**src/rtl/cache_victim_ctrl_pkg.sv**
```systemverilog
// Shared types for the miss-side victim controller.
//   victim_state_t : controller FSM states
//   way_idx_width  : width of a way index for a given associativity
package cache_victim_ctrl_pkg;

  typedef enum logic [2:0] {
    ST_IDLE      = 3'd0,
    ST_SELECT    = 3'd1,
    ST_WRITEBACK = 3'd2,
    ST_REFILL    = 3'd3,
    ST_DONE      = 3'd4
  } victim_state_t;

  function automatic int unsigned way_idx_width(input int unsigned ways);
    return (ways > 1) ? $clog2(ways) : 1;
  endfunction

endpackage

```
**src/rtl/cache_victim_ctrl_first_invalid_way.sv**
```systemverilog
// Priority encoder: lowest-numbered way whose valid bit is clear.
//   valid : per-way valid bits
//   found : at least one invalid way exists
//   index : lowest invalid way (0 when found=0)
module cache_victim_ctrl_first_invalid_way #(
  parameter int unsigned WAYS  = 4,
  parameter int unsigned IDX_W = 2
) (
  input  logic [WAYS-1:0]  valid,
  output logic             found,
  output logic [IDX_W-1:0] index
);

  // Scan high to low so the lowest invalid way wins.
  always_comb begin
    found = 1'b0;
    index = '0;
    for (int i = WAYS - 1; i >= 0; i--) begin
      if (!valid[i]) begin
        found = 1'b1;
        index = IDX_W'(i);
      end
    end
  end

endmodule

```
**src/rtl/cache_victim_ctrl.sv**
```systemverilog
// Miss-side victim controller: per accepted miss, picks a victim way, writes it back
// when dirty, requests the refill, then reports the way to the replacement generator.
//   miss_*        : miss request handshake (tag/index of the missing line)
//   tag_rd_*      : tag RAM read strobe (combinational, in the accept cycle)
//   way_*         : set contents, valid the cycle after tag_rd_en
//   repl_*        : replacement generator index in, access/update feedback out
//   wb_*          : write-back request/address/ack
//   refill_*      : refill request/address/ack
//   done          : one-cycle completion pulse, victim_way valid with it
module cache_victim_ctrl
  import cache_victim_ctrl_pkg::*;
#(
  parameter int unsigned SET_ASSOC    = 4,
  parameter int unsigned TAG_WIDTH    = 20,
  parameter int unsigned INDEX_WIDTH  = 6,
  parameter int unsigned OFFSET_WIDTH = 6
) (
  input  logic                                         clk,
  input  logic                                         rst_n,
  input  logic                                         miss_valid,
  output logic                                         miss_ready,
  input  logic [TAG_WIDTH-1:0]                         miss_tag,
  input  logic [INDEX_WIDTH-1:0]                       miss_index,
  output logic                                         tag_rd_en,
  output logic [INDEX_WIDTH-1:0]                       tag_rd_index,
  input  logic [SET_ASSOC-1:0]                         way_valid,
  input  logic [SET_ASSOC-1:0]                         way_dirty,
  input  logic [SET_ASSOC*TAG_WIDTH-1:0]               way_tag,
  input  logic [$clog2(SET_ASSOC)-1:0]                 repl_index,
  output logic [SET_ASSOC-1:0]                         repl_access,
  output logic                                         repl_update,
  output logic                                         wb_req,
  output logic [TAG_WIDTH+INDEX_WIDTH+OFFSET_WIDTH-1:0] wb_addr,
  input  logic                                         wb_ack,
  output logic                                         refill_req,
  output logic [TAG_WIDTH+INDEX_WIDTH+OFFSET_WIDTH-1:0] refill_addr,
  input  logic                                         refill_ack,
  output logic                                         done,
  output logic [$clog2(SET_ASSOC)-1:0]                 victim_way
);

  localparam int unsigned WAY_W = way_idx_width(SET_ASSOC);

  victim_state_t          state_q, state_nxt;
  logic [INDEX_WIDTH-1:0] index_q;
  logic                   accept;
  logic                   inv_found;
  logic [WAY_W-1:0]       inv_idx;
  logic [WAY_W-1:0]       victim_sel;
  logic                   sel_dirty;
  logic [TAG_WIDTH-1:0]   sel_tag;

  // Accept and tag read happen in the same IDLE cycle.
  assign accept       = (state_q == ST_IDLE) && miss_valid;
  assign tag_rd_en    = accept;
  assign tag_rd_index = miss_index;

  cache_victim_ctrl_first_invalid_way #(
    .WAYS  (SET_ASSOC),
    .IDX_W (WAY_W)
  ) u_first_invalid (
    .valid (way_valid),
    .found (inv_found),
    .index (inv_idx)
  );

  // Victim choice: an empty way beats the generator's pick.
  assign victim_sel = inv_found ? inv_idx : repl_index;
  assign sel_dirty  = way_valid[victim_sel] && way_dirty[victim_sel];
  assign sel_tag    = way_tag[int'(victim_sel) * TAG_WIDTH +: TAG_WIDTH];

  // Next-state logic.
  always_comb begin
    state_nxt = state_q;
    case (state_q)
      ST_IDLE:      if (accept) state_nxt = ST_SELECT;
      ST_SELECT:    state_nxt = sel_dirty ? ST_WRITEBACK : ST_REFILL;
      ST_WRITEBACK: if (wb_ack) state_nxt = ST_REFILL;
      ST_REFILL:    if (refill_ack) state_nxt = ST_DONE;
      ST_DONE:      state_nxt = ST_IDLE;
      default:      state_nxt = ST_IDLE;
    endcase
  end

  // State, datapath registers and registered outputs decoded from the next state.
  always_ff @(posedge clk) begin
    if (!rst_n) begin
      state_q     <= ST_IDLE;
      miss_ready  <= 1'b1;
      wb_req      <= 1'b0;
      refill_req  <= 1'b0;
      done        <= 1'b0;
      repl_update <= 1'b0;
      repl_access <= '0;
      victim_way  <= '0;
      index_q     <= '0;
      wb_addr     <= '0;
      refill_addr <= '0;
    end else begin
      state_q     <= state_nxt;
      miss_ready  <= (state_nxt == ST_IDLE);
      wb_req      <= (state_nxt == ST_WRITEBACK);
      refill_req  <= (state_nxt == ST_REFILL);
      done        <= (state_nxt == ST_DONE);
      repl_update <= (state_nxt == ST_DONE);
      repl_access <= (state_nxt == ST_DONE)
                     ? ({{(SET_ASSOC-1){1'b0}}, 1'b1} << victim_way) : '0;
      if (accept) begin
        index_q     <= miss_index;
        refill_addr <= {miss_tag, miss_index, {OFFSET_WIDTH{1'b0}}};
      end
      if (state_q == ST_SELECT) begin
        victim_way <= victim_sel;
        wb_addr    <= {sel_tag, index_q, {OFFSET_WIDTH{1'b0}}};
      end
    end
  end

endmodule

```
**config.mk**
```make
export PLATFORM = sky130hd
export DESIGN_NAME = cache_victim_ctrl
export DESIGN_NICKNAME = d
export VERILOG_FILES = /design/src/rtl/cache_victim_ctrl_pkg.sv /design/src/rtl/cache_victim_ctrl_first_invalid_way.sv /design/src/rtl/cache_victim_ctrl.sv
export SDC_FILE = /design/constraint.sdc
export NUM_CORES = 1
export LEC_CHECK = 0
export ABC_AREA = 1
export ABC_CLOCK_PERIOD_IN_PS = 1500
export CORE_MARGIN = 2
export CORE_UTILIZATION = 37
export DETAILED_ROUTE_END_ITERATION = 7
export GPL_TIMING_DRIVEN = 0
export PLACE_DENSITY = 0.81
export RECOVER_POWER = 100
export SYNTH_ARGS = -nofsm -noshare
export SYNTH_HDL_FRONTEND = slang
export SYNTH_SLANG_ARGS = --single-unit
```
**constraint.sdc**
```tcl
create_clock -name clk -period 1.5 [get_ports clk]
set_clock_uncertainty 0.15 [all_clocks]
set_input_delay 0.225 -clock clk [delete_from_list [all_inputs] [get_ports clk]]
set_output_delay 0.225 -clock clk [all_outputs]
set_load 0.03 [all_outputs]
```
## Word level (Yosys, flattened, before mapping)

Index checks and enable logic that the tools add are counted.
Widths: inputs -> output; s select.

| operators by class | value |
|---|---|
| $add $sub $neg | 0 |
| $mul | 1 |
| div/mod/pow operators | 0 |
| $lt $le $gt $ge | 1 |
| eq/ne operators | 6 |
| shift operators | 2 |
| mux-type cells | 18 |
| bitwise operators | 0 |
| reductions and logical operators | 5 |

Operator list:

| cell | number |
|---|---|
| $shiftx 80x8->20 | 1 |
| $eq 3x2->1 const B | 4 |
| $pmux 3 s4 | 1 |
| $mux 2 | 5 |
| $mux 3 | 3 |
| $mux 1 | 7 |
| $logic_not 3->1 | 2 |
| $mul 2x3->5 const B | 1 |
| $bmux 1 s2 | 2 |
| $shl 1x2->4 const A | 1 |
| $eq 3x1->1 const B | 1 |
| $eq 3x3->1 const B | 1 |
| $lt 2x3->1 const B | 1 |
| $logic_and 1x1->1 | 2 |
| $reduce_and 2->1 | 1 |

| word-level totals | value |
|---|---|
| register bits | 71 |
| bits in latches | 0 |
| bits in writable memories | 0 |
| memory bits (read-only) | 0 |
| input port bits | 121 |
| logic and storage cells | 43 |
| memories kept | 0 |

## Logic depth before layout (Yosys ltp)

| depth | value |
|---|---|
| depth in word-level cells | 12 |
| mapped depth | 12 |
| depth with buffers taken out | 11 |

## Hierarchy

From an unflattened synthesis, not the netlist that was laid out.

| second synthesis, totals | value |
|---|---|
| cell total of the unflattened synthesis | 563 |
| area total of the unflattened synthesis | 3465.8 µm² |

Modules (own cells, without submodules):

| module | times used | cells each | area each (µm²) |
|---|---|---|---|
| cache_victim_ctrl | 1 | 554 | 3429.5 |
| cache_victim_ctrl_first_invalid_way | 1 | 9 | 36.3 |

## Worst setup path after synthesis

Ideal clock, no wire load.

| timing path | value |
|---|---|
| kind | register to output |
| start | register state_q[2] |
| end | output tag_rd_en |
| data arrival time | 1.079 ns |
| data required time | 1.125 ns |
| path slack | 0.046 ns |
| cell stages (with the launch flop) | 5 |
| cells stage by stage | dfxtp_1 nor2_1 nand3_1 inv_2 buf_2 |

| between the ends | value |
|---|---|
| longest elaborated chain between the ends | 2 |

Ends and longest elaborated chain:

| what | RTL line | source |
|---|---|---|
| from (decl) | cache_victim_ctrl.sv:44 | `victim_state_t state_q, state_nxt;` |
| from (signal assigned) | cache_victim_ctrl.sv:100 | `state_q <= state_nxt;` |
| $logic_not 3->1 | cache_victim_ctrl.sv:54 | `assign accept = (state_q == ST_IDLE) && miss_valid;` |
| $logic_and 1x1->1 | cache_victim_ctrl.sv:54 |  |
| to (decl) | cache_victim_ctrl.sv:24 | `output logic tag_rd_en,` |

No other way between the ends.

## Worst setup path after layout

Same ends and word-level chain as after synthesis.

==> flow_summary.json <==
{
  "status": "finished with violations",
  "violations": "setup timing",
  "async_flop_share_pct": 0,
  "hold_viol": 0,
  "grt_usage_pct": 25.55,
  "start_kind": "register",
  "critPathMaxFanout": 3,
  "core-area_mm2": 0.008299,
  "grt_first_pass_wirelength_mm": 19.18,
  "num_vias": 3914,
  "synth_ff_type": "dfxtp_1",
  "gp_congestion": 0.8824,
  "synthTopCellsByArea": "dfxtp_1 41%, nor2_1 15%, o21ai_0 7.7%, nand2_1 6.1%, buf_4 4.9%",
  "synth_compound_area_share_pct": 16.21,
  "end_kind": "primary output",
  "numCtsBuffers": 9,
  "pre_cts_slack_ns": -1.040,
  "detail_route.wl_per_cell_um": 15.55,
  "cellLeakagePower_nw": 2.780,
  "synth_top_family_by_area": "simple AND/OR/NAND/NOR gates",
  "fmax_mhz": 630.0,
  "cap_viol_max_count": 0,
  "wirelength_mm": 12.55,
  "synthAdderAreaFrac_pct": 0,
  "power.density_mw_per_mm2": 1021,
  "worstPathArrival_ns": 1.21,
  "post_layout_nonfiller_instances": 807,
  "yosysTopAreaCell": "dfxtp_1",
  "cts.sinks": 65,
  "die_area_mm2": 0.009417,
  "fin_crit_ns": 1.587,
  "ys_ff_latch": 65,
  "syn_inst": 460,
  "slew_viol_final": 0,
  "syn2layout_area_growth_pct": 82.23,
  "max-clock-path-buffers": 2,
  "crit_required_ns": 1.12,
  "synthMuxAreaShare_pct": 0,
  "tns_ns": -0.5604,
  "synth_top_area_share_pct": 40.63,
  "io_pins": 203,
  "dp_hpwl_mm": 8.850,
  "ir_drop_mv": 0.8364,
  "syn_area_mm2": 0.003203,
  "place_inst": 766,
  "worstHoldPathType": "reg -> reg",
  "layout_setup_ws_ns": -0.08739,
  "grt_pass1_vias": 3872,
  "ys_warn_count": 0,
  "yosys.area_share.simple_pct": 30.27,
  "fp.dieW_um": 97.04,
  "crit_type": "reg -> out",
  "clockRootBuffer": "clkbuf_8",
  "cts_tree": "done",
  "start_util_pct": 38.59,
  "core.rowCount": 33,
  "antenna_found_initial": 0,
  "nets": 818,
  "synth-edff-count": 0,
  "synth_seq_area_share_pct": 40.63,
  "htree_levels": 3,
  "clkTransAtPathRegs_ns": 0.08,
  "period_share_pct": 105.8,
  "synthXorXnorAreaFrac_pct": 0,
  "synth_cell_types": 24,
  "setup_violations": 12,
  "dr.pass1.iters": 4,
  "grt_max_degree": 13,
  "drt_iter0_drc": 150,
  "vias_per_cell": 4.850,
  "holdBufCountCts": 0,
  "rsz0062_at_grt": "yes",
  "die_h_um": 97.04,
  "io_buffers": 190,
  "route.detailed.drc": 0,
  "num_antenna_cells": 0,
  "power_w": 0.005957,
  "grt_overflow": 0,
  "syn_area_per_cell_um2": 6.963,
  "clkLatencyLatePin_ns": 0.33,
  "drt.antenna.violating_nets": 0,
  "drive_gt1_share_pct": 21.08
}
## power by group
group / switching [W] / internal (W) / leakage, nW / total (W)
Combinational: 0.00130 / 0.000995 / 2.15 / 0.00229
Sequential: 0.000126 / 0.00195 / 0.536 / 0.00207
Clock: 0.000726 / 0.000865 / 0.0982 / 0.00159
## final cells by class
cell class / count / area [um^2]
clock buffers: 11 / 151.4
inverters: 36 / 142.6
well taps: 105 / 131.4
fillers: 697 / 2462
flip-flops and latches: 65 / 1313
plain buffers: 44 / 372.9
clock inverters: 5 / 61.31
repair buffers: 214 / 2017
multi-input cells: 327 / 1648
## logic make-up (layout without fill, tap and decap cells)
| logic type | Yosys count | after routing |
|---|---|---|
| AO/OA/AOI/OAI | 83 | 83 |
| buffers and inverters | 80 | 310 |
| flip-flops | 65 | 65 |
| other | 1 | 12 |
| AND/OR/NAND/NOR | 231 | 232 |
## registers in the layout, indices dropped and copies added, names as in the netlist
| name | flops |
|---|---|
| state_q | 3 |
| refill_addr | 21 |
| refill_req | 1 |
| done | 1 |
| wb_addr | 26 |
| victim_way | 2 |
| repl_access | 4 |
| miss_ready | 1 |
| wb_req | 1 |
| index_q | 5 |
## worst max-delay path, stage by stage (launching register included)
cell,delay (ns)
dfxtp_4,0.37
nor2_4,0.13
nand3_4,0.09
inv_4,0.07
buf_8,0.09
buf_6,0.12
## synthesized netlist by cell type (2+ instances only)
library cell / instances
nor3_1: 2
nand3_1: 26
or2_2: 4
nand2_2: 3
a21oi_1: 6
clkbuf_1: 14
inv_2: 3
o211ai_1: 9
o211ai_2: 10
buf_4: 21
nand2_1: 52
o21ai_1: 8
inv_1: 33
or2_1: 10
or2_0: 5
o21ai_0: 49
nor2_1: 126
dfxtp_1: 65
buf_2: 6
buf_6: 3
nor2_2: 2
## per-stage QoR
step	util [%]	instance area, um^2	hold WS, ns
after floorplan	-	3244	0.2417
after global placement	63.59	5278	0.3113
after detailed placement	63.59	5278	0.3223
after CTS	68.36	5673	0.3245
after global routing	70.33	5837	0.3448
final	70.33	5837	0.3268
## what timing repair did
| action | 4_1_cts | 5_1_grt |
|---|---|---|
| buffers inserted | 14 | 5 |
| resized for setup | 152 | 105 |
| pin swaps | 14 | 8 |
| cloned | 3 | 3 |
| setup endpoints to repair | 122 | 77 |
## layer usage
metal / vias to the layer above / part of all wire (%) / track usage (%)
met5: - / 0 / 0
met4: 0 / 4.4 / 14.08
met3: 46 / 6.7 / 5.853
met2: 183 / 49 / 45.14
met1: 1773 / 39 / 28.16
li1: 1912 / - / -
## placed cells by master (no fill, tap or decap), types with 16 or more instances in the layout
| cell type | n |
|---|---|
| nand3_1 | 25 |
| dlygate4sd2_1 | 37 |
| clkdlybuf4s15_1 | 16 |
| o21ai_0 | 27 |
| inv_1 | 32 |
| clkbuf_2 | 18 |
| buf_4 | 37 |
| nor2_1 | 121 |
| o21ai_1 | 28 |
| dfxtp_1 | 62 |
| clkdlybuf4s50_1 | 115 |
| nand2_1 | 46 |
## path summary, 6_finish.rpt
check                            from                  endpoint  slack [ns]  cells after the start
min          wb_addr[10]$_SDFFE_PN0P_  wb_addr[10]$_SDFFE_PN0P_        0.33                      2
max             state_q[2]$_SDFF_PN0_                 tag_rd_en       -0.09                      5
min reg2reg  wb_addr[10]$_SDFFE_PN0P_  wb_addr[10]$_SDFFE_PN0P_        0.33                      2
max reg2reg     state_q[2]$_SDFF_PN0_  wb_addr[17]$_SDFFE_PN0P_       -0.07                     11
Power figures use the tool's default switching activity.
